--- config.mk ---
export PLATFORM = sky130hd
export DESIGN_NAME = pipe_hazard_seq
export DESIGN_NICKNAME = d
export VERILOG_FILES = /design/src/rtl/pipe_hazard_seq.sv
export SDC_FILE = /design/constraint.sdc
export NUM_CORES = 1
export LEC_CHECK = 0
export BUFFER_PORTS_ARGS = -buffer_cell sky130_fd_sc_hd__buf_2
export CAP_MARGIN = 20
export CORE_UTILIZATION = 50
export DETAILED_ROUTE_END_ITERATION = 12
export GPL_TIMING_DRIVEN = 0
export PLACE_DENSITY = 0.77
export SYNTH_ARGS = -nofsm -noshare
export SYNTH_HDL_FRONTEND = slang
export SYNTH_SLANG_ARGS = --single-unit
--- constraint.sdc ---
create_clock -name clk -period 2.2 [get_ports clk]
set_input_delay 0.33 -clock clk [delete_from_list [all_inputs] [get_ports clk]]
set_output_delay 0.33 -clock clk [all_outputs]
set_load 0.02 [all_outputs]
--- src/rtl/pipe_hazard_seq.sv ---
// Pipeline hazard sequencer: Moore FSM sequencing stall, flush and
// halt enables, plus a saturating count of non-RUN cycles.
module pipe_hazard_seq #(
  parameter int unsigned STACK_BUBBLES = 2,
  parameter int unsigned CNT_W         = 8
) (
  input  logic             clk,
  input  logic             reset_n,
  input  logic             hz_data,
  input  logic             hz_stack,
  input  logic             br_taken,
  input  logic             halt_req,
  input  logic             clr_cnt,
  output logic             pc_en,
  output logic             if_en,
  output logic             bubble3,
  output logic             flush12,
  output logic             busy,
  output logic [2:0]       state_o,
  output logic [CNT_W-1:0] stall_cnt
);

  typedef enum logic [2:0] {
    RUN     = 3'd0,
    S_DATA  = 3'd1,
    S_STACK = 3'd2,
    FLUSH   = 3'd3,
    HALT    = 3'd4
  } state_t;

  localparam logic [3:0] BLOAD =
    4'(STACK_BUBBLES - 1);
  localparam logic [CNT_W-1:0] CMAX = '1;

  state_t     state, state_nx, arb;
  logic [3:0] bcnt, bcnt_nx;

  // Fixed-priority pick of the next request.
  always_comb begin
    arb = RUN;
    if (halt_req)      arb = HALT;
    else if (br_taken) arb = FLUSH;
    else if (hz_stack) arb = S_STACK;
    else if (hz_data)  arb = S_DATA;
  end

  always_comb begin
    state_nx = RUN;
    unique case (state)
      RUN, S_DATA, FLUSH: state_nx = arb;
      S_STACK: begin
        if (halt_req)       state_nx = HALT;
        else if (br_taken)  state_nx = FLUSH;
        else if (bcnt == 0) state_nx = arb;
        else                state_nx = S_STACK;
      end
      HALT: state_nx = halt_req ? HALT : RUN;
      default: state_nx = RUN;
    endcase
  end

  // Exhausted counter re-entering S_STACK is a fresh stall.
  always_comb begin
    bcnt_nx = '0;
    if (state_nx == S_STACK) begin
      if (state == S_STACK && bcnt != 0)
        bcnt_nx = bcnt - 4'd1;
      else
        bcnt_nx = BLOAD;
    end
  end

  always_ff @(posedge clk or negedge reset_n) begin
    if (!reset_n) begin
      state <= RUN;
      bcnt  <= '0;
    end else begin
      state <= state_nx;
      bcnt  <= bcnt_nx;
    end
  end

  always_comb begin
    pc_en   = 1'b1;
    if_en   = 1'b1;
    bubble3 = 1'b0;
    flush12 = 1'b0;
    unique case (state)
      S_DATA, S_STACK: begin
        pc_en   = 1'b0;
        if_en   = 1'b0;
        bubble3 = 1'b1;
      end
      FLUSH: begin
        bubble3 = 1'b1;
        flush12 = 1'b1;
      end
      HALT: begin
        pc_en = 1'b0;
        if_en = 1'b0;
      end
      default: ;
    endcase
  end

  assign busy    = (state != RUN);
  assign state_o = state;

  always_ff @(posedge clk or negedge reset_n) begin
    if (!reset_n)
      stall_cnt <= '0;
    else if (clr_cnt)
      stall_cnt <= '0;
    else if (busy && stall_cnt != CMAX)
      stall_cnt <= stall_cnt + CNT_W'(1);
  end

endmodule

==> results of run 1 <==
==> flip-flops by register name, indices dropped and copies added (netlist names) <==
register	count
stall_cnt	8
bcnt	4
state_o	3
==> cells by family after synthesis <==
group / count (synthesis) / synth area share (%)
simple gates: 39 / 24.9
flops: 15 / 45.2
xor+xnor: 9 / 9.49
compound gates: 7 / 7.53
buf+inv: 7 / 5.42
fa+ha+maj: 3 / 4.52
mux: 2 / 3.01
==> routing by layer <==
metal,vias up,global-route usage [%],share of wire (%),wire length (um)
li1,333,-,-,-
met5,-,0,0,0
met2,22,27.3,48,686
met3,4,1.28,4.2,60
met4,0,8.75,1.5,21
met1,312,23.9,46,651
==> stage by stage <==
stage | total power [mW] | util, % | cell area (um^2) | instances
CTS | 0.577 | 65.1 | 992 | 124
global placement | 0.424 | 62.7 | 956 | 119
finish | 0.572 | 65.1 | 992 | 124
detailed placement | 0.427 | 62.7 | 956 | 119
floorplan | 0.387 | - | 831 | 82
global route | 0.605 | 65.1 | 992 | 124
==> cell usage in the layout, fill, tap and decap left out, drive strengths merged, types with 2 or more instances in the layout <==
master	netlist	layout
nor2	16	16
nor3	5	5
o211ai	2	2
buf	4	25
xnor2	3	3
clkbuf	0	4
nand2	5	5
and2	2	2
o21ai	3	3
dfrtp	15	15
ha	3	3
inv	3	3
xor2	6	6
==> where the power goes <==
group,switching (mW),internal (mW)
logic,0.0722,0.0497
clock network,0.0792,0.0703
registers,0.0137,0.287
==> worst max-delay path, cell delays in order (launching register included) <==
cell and delay (ns):
dfrtp_1 0.39, buf_6 0.14, or3_1 0.38, buf_6 0.15
buf_2 0.15
==> layout make-up <==
cell class,count,area share [%]
clock buffers,4,2.65
inverters,3,1.13
multi-input cells,60,41.4
plain buffers,4,3.40
well taps,16,2.02
flip-flops and latches,15,37.8
repair buffers,22,11.6
==> final timing paths <==
kind | start | to | cells after the start
hold / removal | halt_req | state_o[0] | 2
max in group asynchronous | reset_n | stall_cnt[1] | 2
hold reg to reg | bcnt[3] | bcnt[3] | 2
setup reg to reg | bcnt[0] | bcnt[0] | 6
setup / recovery | state_o[2] | busy | 4
min in group asynchronous | reset_n | state_o[2] | 2
==> timing repair <==
item	in CTS	in global routing
endpoints found under the setup margin	0	0
setup buffers	0	0
endpoints found under the hold margin	15	0
hold buffers	1	0
==> summary.md, run 1 <==
| Metric | Value |
|---|---|
| Outcome | `complete, no violations` |
| Storage element area | `roughly 380 um^2` |
| DRT iter0 DRCs | `7` |
| CTS H-tree lvls | `1` |
| Worst slew pin tran | `0.537 ns` |
| Diode count | `0` |
| P_leak | `about 0.52 nW` |
| Post-route DRC | `0` |
| Worst EP arrival | `between 1 and 1.5 ns` |
| Worst IR Drop VDD | `between 0.3 and 0.4 mV` |
| Synth warn | `0` |
| R2R Setup Slk | `about 0.46 ns` |
| Die area | `1830 um^2` |
| Slew headroom | `a little under two thirds` |
| DIE WIDTH | `between 40 and 50 um` |
| Share of the synthesized area in the top cell type | `between 40% and 50%` |
| Avg Vias per Cell | `between 5 and 6` |
| Skew final | `roughly 0.00074 ns` |
| CP Max Fanout | `9` |
| Main synth FF type | `dfrtp_1` |
| Post-route setup slack | `0.383 ns` |
| Cell accounting for the most synthesized area | `dfrtp_1` |
| Worst skew pair latency | `around 0.27 ns` |
| Input/output buffers | `21` |
| RSZ-0062 raised after global routing | `false` |
| Routed WL per cell | `11.4 um` |
| Root buffer cell | `clkbuf_4` |
| Pwr dens | `between 500 and 600 nW/um^2` |
| Chip Height | `42.8 um` |
| Total length of routed wires | `~1400 um` |
| Synth cell count leaders | `nor2_1, dfrtp_1, xor2_1` |
| Io pins | `23` |
| Post-synth ARST share | `100%` |
| Synth area leaders | `dfrtp_1, nor2_1, xor2_1, ha_1, xnor2_1` |
| Nature of the critical path endpoint | `output pin` |
| Synth Instances | `between 80 and 90` |
| Synth-to-Final Area Change | `19.4%` |
| Multi-input logic area | `410 um^2` |
| Mean area per synthesized cell | `roughly 10 um^2` |
| First-pass DRT Iterations | `4` |
| Post-synthesis sequential area ratio | `between 40% and 50%` |
| Core region area | `~1500 um^2` |
| Nets@finish | `roughly 120` |
| Total Routing Usage GR | `between 10% and 20%` |
| DRT antenna net count | `0` |
| Distinct cells, synth | `32` |
| Rows | `14` |
| CTS Buf Count | `3` |
| Largest net degree at the start of global routing | `16` |
| Number of synthesized flops with an enable pin | `0` |
| Count of final max-slew check failures | `0` |
| Most frequent cell after synthesis | `nor2_1` |
| RD Place Congestion | `just over 0.8` |
| Final Setup Violations | `0` |
| Tcrit/Tclk final | `between 80 and 90%` |
| FMAX | `550 MHz` |
| Tmin final | `between 1.5 and 2 ns` |
| Global-route wire length before repair | `2440 um` |
| Hold crit path type | `input port to flip-flop` |
| Worst hold slack | `about 0.27 ns` |
| CTS tree | `done` |
| Initial antenna violation count | `0` |
| Initial core utilization | `a little over half` |
| Fillers | `approximately 130` |
| CTS clk-pin slew, worst paths | `around 0.080 ns` |
| Clock sinks | `15` |
| Synthesized cell area | `about 830 um^2` |
| Net Count, Synth | `92` |
| Seq cells post-synth | `15` |
| Hold Vio Cnt, Final | `0` |
| Startpoint Class | `flip-flop` |
| Vias in the first global route | `around 600` |
| Total congestion overflow | `0` |
| DP HPWL | `approximately 1100 um` |
| CP required | `roughly 1.9 ns` |
| Clock Path Buffers | `2` |
| Vias | `between 600 and 700` |
| Crit Path Category | `flip-flop to output pin` |
| Pre-CTS setup slack | `0.485 ns` |
| CTS resizes | `0` |
| Share of cells above drive strength 1 | `about 29%` |
| Max-Cap Viols | `0` |
| Setup_tns | `0 ns` |
(Power assumes the default switching activity.)
==> run 2: changes to the inputs <==
--- a/config.mk
+++ b/config.mk
@@ -7,10 +7,10 @@
 export LEC_CHECK = 0
 export BUFFER_PORTS_ARGS = -buffer_cell sky130_fd_sc_hd__buf_2
 export CAP_MARGIN = 20
-export CORE_UTILIZATION = 50
+export CORE_UTILIZATION = 45
 export DETAILED_ROUTE_END_ITERATION = 12
 export GPL_TIMING_DRIVEN = 0
-export PLACE_DENSITY = 0.77
+export PLACE_DENSITY = 0.73
 export SYNTH_ARGS = -nofsm -noshare
 export SYNTH_HDL_FRONTEND = slang
 export SYNTH_SLANG_ARGS = --single-unit
==> constraint.sdc (replaced) <==
create_clock -name clk -period 1.6 [get_ports clk]
set_input_delay 0.24 -clock clk [delete_from_list [all_inputs] [get_ports clk]]
set_output_delay 0.24 -clock clk [all_outputs]
set_load 0.02 [all_outputs]
==> run 2 against run 1 <==
- die area grew 11%
- count of clock-buffer cells in the layout is the same
- register-to-register slack worse by 0.43 ns
- power increased by 47%
- clock skew rose by 0.0012 ns
- setup slack got worse by 0.35 ns
- sequential power grew 38%
- flip-flop and latch count stayed put
- critical path depth grew 2
- combinational power increased by 70%
- largest cell class unchanged
- sequential share of layout area decreased by 3.8 points
- via count increased by 3.1%
==> summary.md, run 2 (synthesized netlist as in run 1, its figures left out) <==
| Metric | Value |
|---|---|
| Outcome | `complete, no violations` |
| DP HPWL | `1140 um` |
| Pwr dens | `about 750 nW/um^2` |
| Storage element area | `approximately 380 um^2` |
| Crit path buffers/inverters | `1` |
| Nature of the critical path endpoint | `flip-flop` |
| RSZ-0062 raised after global routing | `true` |
| Count of final max-slew check failures | `0` |
| Total Routing Usage GR | `between 10% and 20%` |
| Pre-CTS setup slack | `-0.0548 ns` |
| Worst IR Drop VDD | `~0.42 mV` |
| RD Place Congestion | `0.800` |
| Routed WL per cell | `about 12 um` |
| Worst skew pair latency | `0.28 ns` |
| CTS H-tree lvls | `1` |
| Most frequent cells in the layout | `buf_2, nor2_1, dfrtp_1` |
| Tmin final | `between 1.5 and 2 ns` |
| Largest net degree at the start of global routing | `16` |
| Initial core utilization | `48.1%` |
| Worst EP arrival | `1.79 ns` |
| CTS clk-pin slew, worst paths | `~0.090 ns` |
| Core region area | `roughly 1700 um^2` |
| Total power | `~840 uW` |
| Post-DP Area | `968 um^2` |
| First-pass DRT Iterations | `3` |
| Multi-input logic area | `approximately 450 um^2` |
| Max reg flops | `8` |
| Input/output buffers | `21` |
| Crit Path Category | `flip-flop to flip-flop` |
| Post-route DRC | `0` |
| Diode count | `0` |
| DRT antenna net count | `0` |
| Largest Register | `stall_cnt` |
| Hold crit path type | `input port to flip-flop` |
| Post-route setup slack | `between 0.02 and 0.03 ns` |
| DRT iter0 DRCs | `4` |
| Vias in the first global route | `between 600 and 700` |
| CP required | `1.82 ns` |
| Crit path cell chain | `inv_2 -> ha_2 -> nor3b_4 -> or3b_1 -> a31oi_1 -> and4b_1` |
| P_leak | `~0.56 nW` |
| FMAX | `between 600 and 700 MHz` |
| Io pins | `23` |
| Die area | `just over 2000 um^2` |
| Root buffer cell | `clkbuf_4` |
| Post-route cell area | `around 1100 um^2` |
| Final Setup Violations | `0` |
| Nets@finish | `between 100 and 150` |
| Fillers | `between 150 and 200` |
| Final non-filler cell total | `139` |
| Slew headroom | `approximately three quarters` |
| Clock sinks | `15` |
| Clock Path Buffers | `2` |
| DP Cell Count | `around 130` |
| CP Max Fanout | `2` |
| Max stage delay cell, worst path | `dfrtp_1` |
| Vias | `just under 700` |
| Commonest non-fill, non-tap cell in the layout | `buf_2` |
| Total congestion overflow | `0` |
| Delay-heaviest family, CP | `simple AND/OR/NAND/NOR gates` |
| CTS Buf Count | `3` |
| Share of cells above drive strength 1 | `about two fifths` |
| CP max stage delay | `roughly 0.37 ns` |
| Final core utilization | `64.6%` |
| Initial antenna violation count | `0` |
| Worst slew pin tran | `0.384 ns` |
| Hold Vio Cnt, Final | `0` |
| Chip Height | `~45 um` |
| Rows | `15` |
| DIE WIDTH | `between 40 and 50 um` |
| Skew final | `roughly 0.002 ns` |
| Total length of routed wires | `~1700 um` |
| Global-route wire length before repair | `roughly 2600 um` |
| Tcrit/Tclk final | `a little over nine tenths` |
| Synth-to-Final Area Change | `34.2%` |
| CTS tree | `done` |
| Startpoint Class | `flip-flop` |
| Max-Cap Viols | `0` |
| Avg Vias per Cell | `4.98` |
## run 2: per-layer routing
metal / track usage [%] / vias up / part of all wire (%) / wire length [um]
li1: - / 344 / - / -
met1: 21.3 / 330 / 44 / 737
met2: 31.9 / 18 / 52 / 867
met3: 3.60 / 0 / 3.7 / 62
met4: 7.27 / 0 / 0 / 0
met5: 0 / - / 0 / 0
## run 2: what timing repair did
action	in CTS	in global routing
resized for setup	6	10
hold buffers	1	0
pin swaps	2	7
buffers inserted	6	2
setup endpoints to repair	6	6
endpoints found under the hold margin	15	0
## run 2: worst reg2reg max path, stage by stage, from the launching register on
cell and delay [ns]:
dfrtp_1 0.37, inv_2 0.05, ha_2 0.17, nor3b_4 0.15, or3b_1 0.34, a31oi_1 0.22, and4b_1 0.21
## run 2: where the power goes
part	leakage, nW	switching (mW)	internal, mW
clock	0.0150	0.122	0.0967
sequential	0.200	0.0195	0.396
combinational	0.346	0.110	0.0970
## run 2: per-stage QoR
| stage | hold slack, ns | TNS, ns |
|---|---|---|
| detailed placement | 0.166 | -0.0713 |
| CTS | 0.157 | -0.0315 |
| floorplan | -0.0556 | 0 |
| finish | 0.168 | 0 |
| global route | 0.159 | -0.0538 |
| global placement | 0.161 | -0.0217 |
## run 2: area by class of cell
cell class	instances	share of cell area [%]
Multi-Input combinational cell	60	40.5
Buffer	2	1.01
Tap cell	25	2.81
Clock buffer	4	2.36
Inverter	3	1.01
Sequential cell	15	34.0
Timing Repair Buffer	30	18.3
## run 2: path summary, 6_finish.rpt
| kind | slack, ns | end | start | cells past startpoint |
|---|---|---|---|---|
| hold reg to reg | 0.59 | stall_cnt[1] | stall_cnt[1] | 2 |
| setup / recovery | 0.03 | bcnt[0] | bcnt[0] | 6 |
| hold / removal | 0.17 | state_o[0] | halt_req | 2 |
| max in group asynchronous | 0.95 | state_o[1] | reset_n | 2 |
| min in group asynchronous | 0.39 | stall_cnt[6] | reset_n | 2 |
| setup reg to reg | 0.03 | bcnt[0] | bcnt[0] | 6 |
